===== config.mk =====
export PLATFORM = sky130hd
export DESIGN_NAME = bit_mismatch_scoreboard
export DESIGN_NICKNAME = d
export VERILOG_FILES = /design/src/rtl/bit_mismatch_scoreboard.sv
export SDC_FILE = /design/constraint.sdc
export NUM_CORES = 1
export LEC_CHECK = 0
export CAP_MARGIN = 30
export CORE_ASPECT_RATIO = 0.5
export CORE_UTILIZATION = 43
export DETAILED_ROUTE_END_ITERATION = 16
export GPL_TIMING_DRIVEN = 0
export PLACE_DENSITY = 0.71
export RECOVER_POWER = 50
export SYNTH_ARGS = -nofsm -noshare
export SYNTH_HDL_FRONTEND = slang
export SYNTH_SLANG_ARGS = --single-unit
export TNS_END_PERCENT = 10

===== constraint.sdc =====
create_clock -name clk -period 2.6 [get_ports clk]
set_input_delay 0.78 -clock clk [delete_from_list [all_inputs] [get_ports clk]]
set_output_delay 0.78 -clock clk [all_outputs]
set_load 0.03 [all_outputs]

===== src/rtl/bit_mismatch_scoreboard.sv =====
// Clocked scoreboard for a 1-bit DUT/reference pair: counts accepted samples
// and mismatches, latches the first mismatch index and a pass/fail verdict.
module bit_mismatch_scoreboard #(
  parameter int unsigned CNT_W         = 16,
  parameter bit          STOP_ON_FIRST = 1'b0
) (
  input  logic             clk,
  input  logic             rst_n,
  input  logic             start,
  input  logic             in_valid,
  output logic             in_ready,
  input  logic             dut_bit,
  input  logic             ref_bit,
  input  logic             in_last,
  output logic             done,
  output logic             pass,
  output logic [CNT_W-1:0] sample_cnt,
  output logic [CNT_W-1:0] err_cnt,
  output logic [CNT_W-1:0] first_err_idx,
  output logic             first_err_vld,
  output logic             cnt_sat
);

  typedef enum logic [1:0] {IDLE, RUN, DONE} state_t;

  localparam logic [CNT_W-1:0] CNT_MAX = '1;

  state_t           state_q, state_d;
  logic [CNT_W-1:0] sample_cnt_q, sample_cnt_d;
  logic [CNT_W-1:0] err_cnt_q, err_cnt_d;
  logic [CNT_W-1:0] first_err_idx_q, first_err_idx_d;
  logic             first_err_vld_q, first_err_vld_d;
  logic             cnt_sat_q, cnt_sat_d;
  logic             accept;
  logic             mismatch;

  // start takes priority, so a sample presented alongside it is dropped
  assign accept   = (state_q == RUN) && in_valid && !start;
  assign mismatch = accept && (dut_bit != ref_bit);

  always_comb begin
    state_d         = state_q;
    sample_cnt_d    = sample_cnt_q;
    err_cnt_d       = err_cnt_q;
    first_err_idx_d = first_err_idx_q;
    first_err_vld_d = first_err_vld_q;
    if (start) begin
      state_d         = RUN;
      sample_cnt_d    = '0;
      err_cnt_d       = '0;
      first_err_idx_d = '0;
      first_err_vld_d = 1'b0;
    end else if (accept) begin
      if (sample_cnt_q != CNT_MAX) sample_cnt_d = sample_cnt_q + 1'b1;
      if (mismatch) begin
        if (err_cnt_q != CNT_MAX) err_cnt_d = err_cnt_q + 1'b1;
        if (!first_err_vld_q) begin
          first_err_idx_d = sample_cnt_q;
          first_err_vld_d = 1'b1;
        end
      end
      if (in_last || (STOP_ON_FIRST && mismatch)) state_d = DONE;
    end
    // Sticky flag tracks the next counter values so it rises with the counter
    cnt_sat_d = (cnt_sat_q && !start) || (&sample_cnt_d) || (&err_cnt_d);
  end

  always_ff @(posedge clk or negedge rst_n) begin
    if (!rst_n) begin
      state_q         <= IDLE;
      sample_cnt_q    <= '0;
      err_cnt_q       <= '0;
      first_err_idx_q <= '0;
      first_err_vld_q <= 1'b0;
      cnt_sat_q       <= 1'b0;
    end else begin
      state_q         <= state_d;
      sample_cnt_q    <= sample_cnt_d;
      err_cnt_q       <= err_cnt_d;
      first_err_idx_q <= first_err_idx_d;
      first_err_vld_q <= first_err_vld_d;
      cnt_sat_q       <= cnt_sat_d;
    end
  end

  assign in_ready      = (state_q == RUN);
  assign done          = (state_q == DONE);
  assign pass          = (state_q == DONE) && (err_cnt_q == '0);
  assign sample_cnt    = sample_cnt_q;
  assign err_cnt       = err_cnt_q;
  assign first_err_idx = first_err_idx_q;
  assign first_err_vld = first_err_vld_q;
  assign cnt_sat       = cnt_sat_q;

endmodule


-- Word-level counts from Yosys, hierarchy flattened
Index checks and enable logic that the tools add are counted.
- register bits after elaboration: 52
- output and inout port bits: 53
- word-level logic and storage cells: 48
- add/subtract/negate cells: 2
- equality and inequality tests: 6
- multiplexer cells: 17
- reduce and logical (&&, ||, !) cells: 17
- operator list (operator ; count):
    16-bit two-way mux ; 11
    16-bit by 1-bit adder with 16-bit output, second input constant ; 2
    16-bit inequality test, second input constant ; 2
    16-bit AND reduction ; 2
    16-bit zero test ; 1
    2-bit two-way mux ; 3
    2-bit nonzero test ; 3
    1-bit logical AND ; 5
    2-bit AND reduction ; 2
    1-bit two-way mux ; 3
    3-bit AND reduction ; 1
    2-bit by 1-bit == test with 1-bit output, second input constant ; 1
    2-bit == test, second input constant ; 1
    1-bit logical OR ; 2
    2-bit inequality test, second input constant ; 1
    1-bit zero test ; 1
    1-bit inequality test ; 1

-- Logic depth before layout (Yosys ltp)
Gate-level depths: netlist of the first run.
- depth in word-level cells: 9
- depth in mapped cells: 10
- gate-level depth less buffers: 8

-- Least setup slack after synthesis of the first run
OpenSTA, ideal clock, no wires.
- path kind: register to output
- start point: register state_q[0]
- end point: output pass
- arrival time: 2.171 ns
- data required time: 1.820 ns
- setup slack: -0.351 ns
- stages on the path, launching flop included: 4
- cell sequence: dfrtp_1 > nor2b_1 > nand4_1 > nor4b_1
- longest elaborated chain between the ends: 2
- ends and longest elaborated chain (item ; RTL line ; source):
    start, declared ; 28 ; state_t state_q, state_d;
    start signal, assigned ; 77 ; state_q <= state_d;
    2-bit == test ; - ;
    net done ; 15 ; output logic done,
    1-bit logical AND ; 88 ; assign pass = (state_q == DONE) && (err_cnt_q == '0);
    end, declared ; 16 ; output logic pass,
The timed path passes the listed nets, and every way through them passes these cells.

-- Worst setup path after layout of the first run
- start point: register err_cnt_q[12] (netlist: err_cnt[12])
- end point: register cnt_sat_q (netlist: cnt_sat)
- longest elaborated chain between the ends: 7
- ends and longest elaborated chain (item ; RTL line ; source):
    start, declared ; 30 ; logic [CNT_W-1:0] err_cnt_q, err_cnt_d;
    start signal, assigned ; 79 ; err_cnt_q <= err_cnt_d;
    16-bit by 1-bit adder with 16-bit output / 16-bit inequality test (equally long branches) ; 56 ; if (err_cnt_q != CNT_MAX) err_cnt_d = err_cnt_q + 1'b1;
    16-bit two-way mux ; 56 ;
    16-bit two-way mux ; 55 ; if (mismatch) begin
    16-bit two-way mux (*) ; 53 ; end else if (accept) begin
    16-bit two-way mux (*) ; 47 ; if (start) begin
    16-bit AND reduction (*) ; 65 ; cnt_sat_d = (cnt_sat_q && !start) || (&sample_cnt_d) || (&err_cnt_d);
    1-bit logical OR (*) ; 65 ;
    net cnt_sat_d ; 33 ; logic cnt_sat_q, cnt_sat_d;
    end signal, assigned ; 82 ; cnt_sat_q <= cnt_sat_d;
    end, declared ; 33 ;
Mark *: on every way through the listed nets, which the timed path passes. The rest lies on a longest branch.
A chain may end at the register's enable or synchronous reset.

==> results.toml, run 1 <==
[cells_and_area]
regArea_mm2 = 0.00131
post-route-util_pct = 63.6
nets = 416
antennaDiodeCount = 0
final_cell_area_mm2 = 0.00403
fin_cells = 495
area_delta_synth_final_pct = 36.9
multi_input_area_mm2 = 0.00164
n_fill_cell = 540
drive_above_1_share_pct = 16.0

[setup_path]
crit_arrival_ps = 2820
r2r_cells = 8
worst_setup_path_start_kind = "flip-flop"
rrSetupSlack_ps = 20
timing.rr.end = "cnt_sat"
cp-end-kind = "flip-flop"
endpoint = "cnt_sat"
crit_start = "err_cnt[12]"
cp_max_fo = 8
required_ps = 2830
crit_type = "flip-flop to flip-flop"
r2r-start = "err_cnt[12]"

[die]
start_util_pct = 46.5
ios = 60
coreArea_mm2 = 0.00633
fp-row-count = 20
die_x_um = 119
die_area_mm2 = 0.00720
fp.dieH_um = 60.5

[clock_network]
clk_latency_ps = 300
cts_tree = "yes"
cts-hold-fix-buffers = 0
cts_buffers = 5
cts.sinks = 52
clk_transition_reported_paths_ps = 70
cts_htree_levels = 2
clockRootBuffer = "clkbuf_16"
clk_path_buf_depth = 2

[drt]
drt_wl_total_um = 8400
wire_per_inst_um = 17.0
first_pass_iters = 5
ant_nets = 0
vias_per_cell = 5.71
vias = 2827
drtIter0Drc = 179
drc = 0

[placed_design]
io_buffer_count = 59
hpwl_um = 5710
placed_cell_area_mm2 = 0.00366
dp_cells = 474
gp_congestion = 0.881

[global_route]
grt_remaining_overflow = 0
antenna_found_initial = 0
grt_pass1_wl_um = 13300
grt_pass1_vias = 2661
grt_max_degree = 43
grt_use_total_pct = 24.2

[pwr]
p_total_uw = 1840
pwr-share-seq_pct = 45.0
p_sw_share_pct = 22.8
p_comb_share_pct = 8.0
p_int_uw = 1420
power.switching_uw = 419
ir_drop_mv = 0.253
total_leakage_power_uw = 0.00155
power_density_mw_per_mm2 = 457
clockPowerShare_pct = 47.0

[logic_synthesis]
yosys-top-cells-count = "dfrtp_1, nor2_1, nand2_1"
netlist_instances = 326
synth.area.top_cells = "dfrtp_1, nor2_1, nand2_1, o21ai_0, nand2b_1"
syn_area_mm2 = 0.00294
ys_async_sr_fraction_pct = 100
ys_ff_latch = 52
synthMostInstantiatedCell = "dfrtp_1"
yosysSeqAreaShare_pct = 44.2
syn_nets = 336
synthFlopType = "dfrtp_1"
avgSynthCellArea_um2 = 9.02
synth_top_area_share_pct = 44.2
yosys_warnings = 0
synth_edf_count = 0
netlist.top_cell.by_area = "dfrtp_1"
ys_types = 50

[timing]
slew_headroom_pct = 29.9
setup_viol = 0
rsz0062_at_grt = "yes"
finClkSkew_ps = 3.09
slew_violations = 0
hold_viol = 0
worstMarginPinSlew_ps = 1050
fin_setup_tns_ps = 0
fin_crit_ps = 2580
min_period_over_period_pct = 99.4
fmax_ghz = 0.387

[flow_run]
drv_cap = 0

[run_status]
outcome = "finished clean"

[worst_hold_path]
min_path_type = "primary input to async pin"
## critical path: stages (launching register included)
cell       delay (ps)
dfrtp_2           450
nand4_2           240
or4_1             520
buf_4             170
and2_1            220
a2bb2oi_1         220
nand4_1           180
or3_4             370
o21ai_2           130
## repair_timing
| item | in CTS | in global routing |
|---|---|---|
| pin swaps | 7 | 4 |
| gates resized for setup | 32 | 14 |
| endpoints found under the setup margin | 42 | 22 |
| setup buffers | 13 | 3 |
## per-layer routing
layer | global-route usage, % | part of all wire (%)
met1 | 31.3 | 45
met2 | 40.4 | 46
met3 | 4.89 | 6.0
met4 | 11.2 | 2.5
met5 | 0 | 0
## worst min-delay path by stage
| stage | slack [ps] | startpoint | endpoint | cells after the start |
|---|---|---|---|---|
| CTS | 360 | rst_n | err_cnt[0] | 1 |
| detailed placement | 540 | first_err_idx[8] | first_err_idx[8] | 2 |
| global placement | 530 | first_err_idx[7] | first_err_idx[7] | 2 |
| global route | 500 | rst_n | err_cnt[8] | 1 |
| finish | 450 | rst_n | err_cnt[0] | 1 |
| floorplan | 480 | rst_n | cnt_sat | 0 |
## state kept, by name (all words and copies together), names as in the netlist
| signal | cells |
|---|---|
| err_cnt | 16 |
| state_q | 2 |
| sample_cnt | 16 |
| first_err_vld | 1 |
| first_err_idx | 16 |
| cnt_sat | 1 |
## placed cells by master (no fill, tap or decap), types with 6 or more instances in the layout
cell,n
nand4_1,15
nor2_1,36
nand3_1,14
clkdlybuf4s50_1,53
a21oi_1,10
buf_4,16
xnor2_1,10
mux2i_1,6
nor2b_1,6
inv_1,8
o21ai_0,24
nand2_1,36
dfrtp_2,6
nand2b_1,16
clkbuf_1,8
dfrtp_1,46
## per-stage QoR
step	hold WS, ps	setup WS (ps)
finish	453	15.5
global route	505	-67.6
CTS	358	3.70
detailed placement	536	-919
global placement	530	-888
floorplan	484	-108
## cells by family (layout without fill, tap and decap cells)
group                      Yosys count  in the layout  synth area share, %
and+or+nand+nor                    166            166                 31.0
AOI/OAI and AO/OA                   55             55                 11.8
DFF                                 52             52                 44.2
buffers and inverters               23            104                 3.11
xor gates and xnor gates            17             17                 5.06
muxes                               10             10                 3.57
adders and majority gates            3              3                 1.28
## final cells by class
cell class	instances	share of cell area (%)
multi-input combinational	251	40.7
inverter	8	0.746
buffer	12	1.46
clock inverter	3	1.71
clock buffer	5	3.11
sequential	52	32.5
tap	88	2.73
timing repair buffer	76	17.1
## power groups by stage
stage	logic [uW]	clock network, uW	registers, uW
after global routing	159	917	830
final	147	866	828
after floorplan	60.3	0	853
after global placement	135	0	844
after CTS	148	881	828
after detailed placement	141	0	845
(Power assumes the default switching activity.)
==> run 2: changes to the inputs <==
MAX_ROUTING_LAYER = met4   (was default)
==> run 2 against run 1 <==
Net effect: the flow now finishes with violations (negative setup slack); routed wire length fell by 0.58%; critical path depth unchanged; non-clock buffer count decreased by 5; largest power group is now sequential cells; register-to-register slack got worse by 20 ps.
==> results.toml, run 2 (synthesized netlist as in run 1, its figures left out) <==
[drt]
drt_wl_total_um = 8350
drtIter0Drc = 197
vias = 2822
vias_per_cell = 5.76
ant_nets = 0
first_pass_iters = 5
wire_per_inst_um = 17.0
drc = 0

[die]
coreArea_mm2 = 0.00633
fp.dieH_um = 60.5
ios = 60
die_area_mm2 = 0.00720
fp-row-count = 20
start_util_pct = 46.5
die_x_um = 119

[global_route]
antenna_found_initial = 0
busiest_layer = "met2"
grt_remaining_overflow = 0
use_met3_pct = 4.89
grt_use_total_pct = 25.3
grt_pass1_vias = 2754
grt_use_met2_pct = 42.6
grtUsageMet1_pct = 31.3
grt_pass1_wl_um = 13500
grt_max_degree = 43

[timing]
rsz0062_at_grt = "yes"
fin_crit_ps = 2610
finClkSkew_ps = 9.62
fmax_ghz = 0.383
worstMarginPinSlew_ps = 1030
hold_viol = 0
timing.final.ws_setup_ps = -14.2
slew_violations = 0
setup_viol = 1
slew_headroom_pct = 31.4
min_period_over_period_pct = 101

[clock_network]
cts_buffers = 5
cts.sinks = 52
clk_latency_ps = 300
clockRootBuffer = "clkbuf_16"
cts_tree = "yes"
clk_path_buf_depth = 2
clk_transition_reported_paths_ps = 70
cts-hold-fix-buffers = 0
cts_htree_levels = 2

[setup_path]
required_ps = 2830
cp_max_fo = 4
crit_arrival_ps = 2840
cp-end-kind = "flip-flop"
crit_type = "primary input to flip-flop"
worst_setup_path_start_kind = "primary input"

[pwr]
power_density_mw_per_mm2 = 418
ir_drop_mv = 0.195
p_total_uw = 1640
total_leakage_power_uw = 0.00148

[run_status]
outcome = "finished with violations"
failed_checks = "negative setup slack"

[placed_design]
gp_congestion = 0.889
io_buffer_count = 59
hpwl_um = 5920

[cells_and_area]
post-route-util_pct = 61.9
final_common_cell = "clkdlybuf4s50_1"
nets = 411
antennaDiodeCount = 0
layout_common_cells = "clkdlybuf4s50_1, dfrtp_1, nand2_1, nor2_1, o21ai_0"
area_delta_synth_final_pct = 33.2
drive_above_1_share_pct = 14.4

[flow_run]
drv_cap = 0

[worst_hold_path]
min_path_type = "primary input to async pin"
## run 2: changes by cell type in the layout (fill, tap and decap cells not counted), moves of 2 or more
| cell | delta |
|---|---|
| dlygate4sd2_1 | -2 |
| bufinv_16 | -2 |
| clkdlybuf4s50_1 | +2 |
| dfrtp_2 | -2 |
| buf_2 | +2 |
| dfrtp_1 | +2 |
| buf_4 | -7 |
## run 2: layer usage
metal | vias to the layer above | share of wire, %
li1 | 1318 | -
met1 | 1367 | 45
met2 | 119 | 47
met3 | 18 | 6.1
met4 | 0 | 2.1
met5 | - | 0
## run 2: path summary, 6_finish.rpt
path	slack [ps]	end	depth (start not counted)	start
max in group asynchronous	650	sample_cnt[0]	2	rst_n
worst max register to register	0	cnt_sat	7	sample_cnt[4]
worst min register to register	550	first_err_idx[15]	2	first_err_idx[15]
worst min-delay path	470	err_cnt[3]	1	rst_n
worst max-delay path	-10	cnt_sat	8	ref_bit
min in group clk	550	first_err_idx[15]	2	first_err_idx[15]
## run 2: critical path: stages
cell and delay [ps]:
clkdlybuf4s50_1 540, xor2_2 210, and4_1 310, nand2_1 130, mux2_2 260, nand3_1 60, or3_1 410, o21ai_1 140
## run 2: cell type report
cell class | instances | area (um2)
clock buffers | 6 | 129
flip-flops and latches | 52 | 1310
inverters | 8 | 30.0
fillers | 544 | 2410
well taps | 88 | 110
repair buffers | 69 | 642
multi-input cells | 251 | 1620
plain buffers | 14 | 63.8
clock inverters | 2 | 16.3
## run 2: what timing repair did
action	in CTS	in global routing
resized for setup	27	10
pin swaps	7	3
setup endpoints to repair	42	34
setup buffers	8	1
## run 2: power by group
group | switching [uW] | internal, uW | total, uW
Sequential | 13.2 | 817 | 830
Combinational | 94.3 | 49.5 | 144
Clock | 306 | 359 | 665
## run 2: metrics by stage
step,hold slack [ps],TNS (ps),instances,worst slack (ps),area (um2)
floorplan,484,-108,326,-108,2950
global placement,529,-64880,473,-883,3650
detailed placement,541,-30020,474,-935,3660
CTS,365,0,489,0.565,3900
global route,513,-1170,490,-112,3920
finish,467,-14.2,490,-14.2,3920
==> run 3: changes to the inputs <==
CORE_UTILIZATION = 45   (was 43)
HOLD_SLACK_MARGIN = 0.02   (was default)
PLACE_DENSITY = 0.74   (was 0.71)
==> run 3 against run 2 <==
Net effect: the run still ends with negative setup slack left; worst setup slack better by 6.9 ps; sequential share of layout area decreased by 0.98 points; count of clock-buffer cells in the layout unchanged; critical endpoint unchanged; highest routed layer unchanged.
==> results.toml, run 3 (synthesized netlist as in run 1, its figures left out) <==
[cells_and_area]
fin_cells = 497
area_delta_synth_final_pct = 37.3
layout_common_cells = "clkdlybuf4s50_1, dfrtp_1, nor2_1, nand2_1, o21ai_0"
n_fill_cell = 543
nets = 418
drive_above_1_share_pct = 17.4
final_common_cell = "clkdlybuf4s50_1"
antennaDiodeCount = 0

[timing]
rsz0062_at_grt = "yes"
setup_viol = 1
slew_headroom_pct = 31.4
fin_crit_ps = 2610
finClkSkew_ps = 7.65
fmax_ghz = 0.384
whs_ps = 494
hold_viol = 0
worstMarginPinSlew_ps = 1030
min_period_over_period_pct = 100
fin_setup_tns_ps = -7.34
slew_violations = 0
timing.final.ws_setup_ps = -7.34

[drt]
vias = 2847
wire_per_inst_um = 16.9
ant_nets = 0
vias_per_cell = 5.73
drt_wl_total_um = 8380
drc = 0
drtIter0Drc = 233
first_pass_iters = 5

[run_status]
outcome = "finished with violations"
failed_checks = "negative setup slack"

[placed_design]
dp_cells = 474
io_buffer_count = 59
hpwl_um = 5720
gp_congestion = 0.918

[setup_path]
r2r_cells = 8
path_cells = "nand4_2 -> or4_1 -> buf_4 -> a311o_1 -> o31ai_2 -> nand3_1 -> or3_4 -> o21ai_1"
cp-end-kind = "flip-flop"
crit_start = "err_cnt[14]"
crit_cells = 8
crit_arrival_ps = 2820
worst_setup_path_start_kind = "flip-flop"
cpPeakStageDelay_ps = 530
critical_path.top_delay_family = "simple AND/OR/NAND/NOR gates"
timing.rr.end = "cnt_sat"
critPathSlowestCell = "or4_1"
cp_max_fo = 8
rrSetupSlack_ps = -7
r2r-start = "err_cnt[14]"
critPathBufInv = 1
required_ps = 2820
crit_type = "flip-flop to flip-flop"
endpoint = "cnt_sat"

[pwr]
total_leakage_power_uw = 0.00160
p_comb_share_pct = 9.7
ir_drop_mv = 0.282
power_density_mw_per_mm2 = 416
pwr-share-seq_pct = 49.4
p_sw_share_pct = 24.7
p_total_uw = 1680
power.switching_uw = 415
clockPowerShare_pct = 40.9
p_int_uw = 1260

[clock_network]
cts.sinks = 52
cts_tree = "yes"
cts_buffers = 5
clk_path_buf_depth = 2
clk_latency_ps = 290
clk_transition_reported_paths_ps = 70
cts_htree_levels = 2
clockRootBuffer = "clkbuf_16"

[global_route]
antenna_found_initial = 0
grt_remaining_overflow = 0
grt_pass1_wl_um = 13200
grt_use_total_pct = 25.9
grt_max_degree = 43
grt_pass1_vias = 2685

[die]
fp-row-count = 20
start_util_pct = 47.6
coreArea_mm2 = 0.00618
fp.dieH_um = 59.2
die_area_mm2 = 0.00688
ios = 60
die_x_um = 116

[flow_run]
drv_cap = 0

[worst_hold_path]
min_path_type = "primary input to async pin"
[run 3: cell types whose count changed in the layout (fill, tap and decap cells not counted), sizes merged]
| cell | delta |
|---|---|
| buf | +8 |
| clkdlybuf4s15 | +1 |
| clkdlybuf4s50 | -2 |
| inv | +1 |
| clkbuf | -2 |
| dlymetal6s2s | +2 |
| clkinvlp | -1 |
[run 3: worst register-to-register path, cell delays in order (launching register included)]
cell,delay [ps]
dfrtp_1,470
nand4_2,220
or4_1,530
buf_4,190
a311o_1,380
o31ai_2,100
nand3_1,130
or3_4,390
o21ai_1,140
[run 3: repair_timing]
action	in CTS	in global routing
resized for setup	28	20
pin swaps	7	4
endpoints found under the setup margin	41	29
hold buffers	0	0
buffers inserted	9	8
[run 3: per-layer routing]
metal  vias up  routed length [um]  GRT usage [%]
li1       1335                   -              -
met1      1360                3740           34.8
met3        17                 623           4.50
met5         -                   0              -
met2       135                3890           40.7
met4         0                 122           7.14
[run 3: final cells by class]
class                           count  area [um2]  share of cell area, %
Sequential cell                    52        1310                   32.4
Tap cell                           88         110                   2.73
Buffer                             13        60.1                   1.49
Clock buffer                        6         139                   3.44
Multi-Input combinational cell    251        1670                   41.3
Timing Repair Buffer               77         713                   17.7
Clock inverter                      2        13.8                  0.341
Inverter                            8        30.0                  0.743
[run 3: how the worst min path moves through the flow]
| stage | start | to |
|---|---|---|
| after floorplan | rst_n | cnt_sat |
| after global placement | first_err_idx[8] | first_err_idx[8] |
| after detailed placement | first_err_idx[14] | first_err_idx[14] |
| after CTS | rst_n | err_cnt[0] |
| after global routing | rst_n | err_cnt[0] |
| final | rst_n | err_cnt[0] |
[run 3: stage by stage]
step,util (%),cell area [um2],setup WS [ps]
2_1_floorplan,-,2950,-108
3_3_place_gp,59.0,3650,-894
3_5_place_dp,59.3,3660,-909
4_1_cts,63.4,3920,5.74
5_1_grt,65.4,4040,-108
6_report,65.4,4040,-7.34
[run 3: power groups by stage]
| stage | registers (uW) | clock network (uW) | logic [uW] |
|---|---|---|---|
| after floorplan | 853 | 0 | 60.3 |
| after global placement | 844 | 0 | 135 |
| after detailed placement | 845 | 0 | 140 |
| after CTS | 829 | 692 | 146 |
| after global routing | 830 | 727 | 175 |
| final | 829 | 687 | 163 |
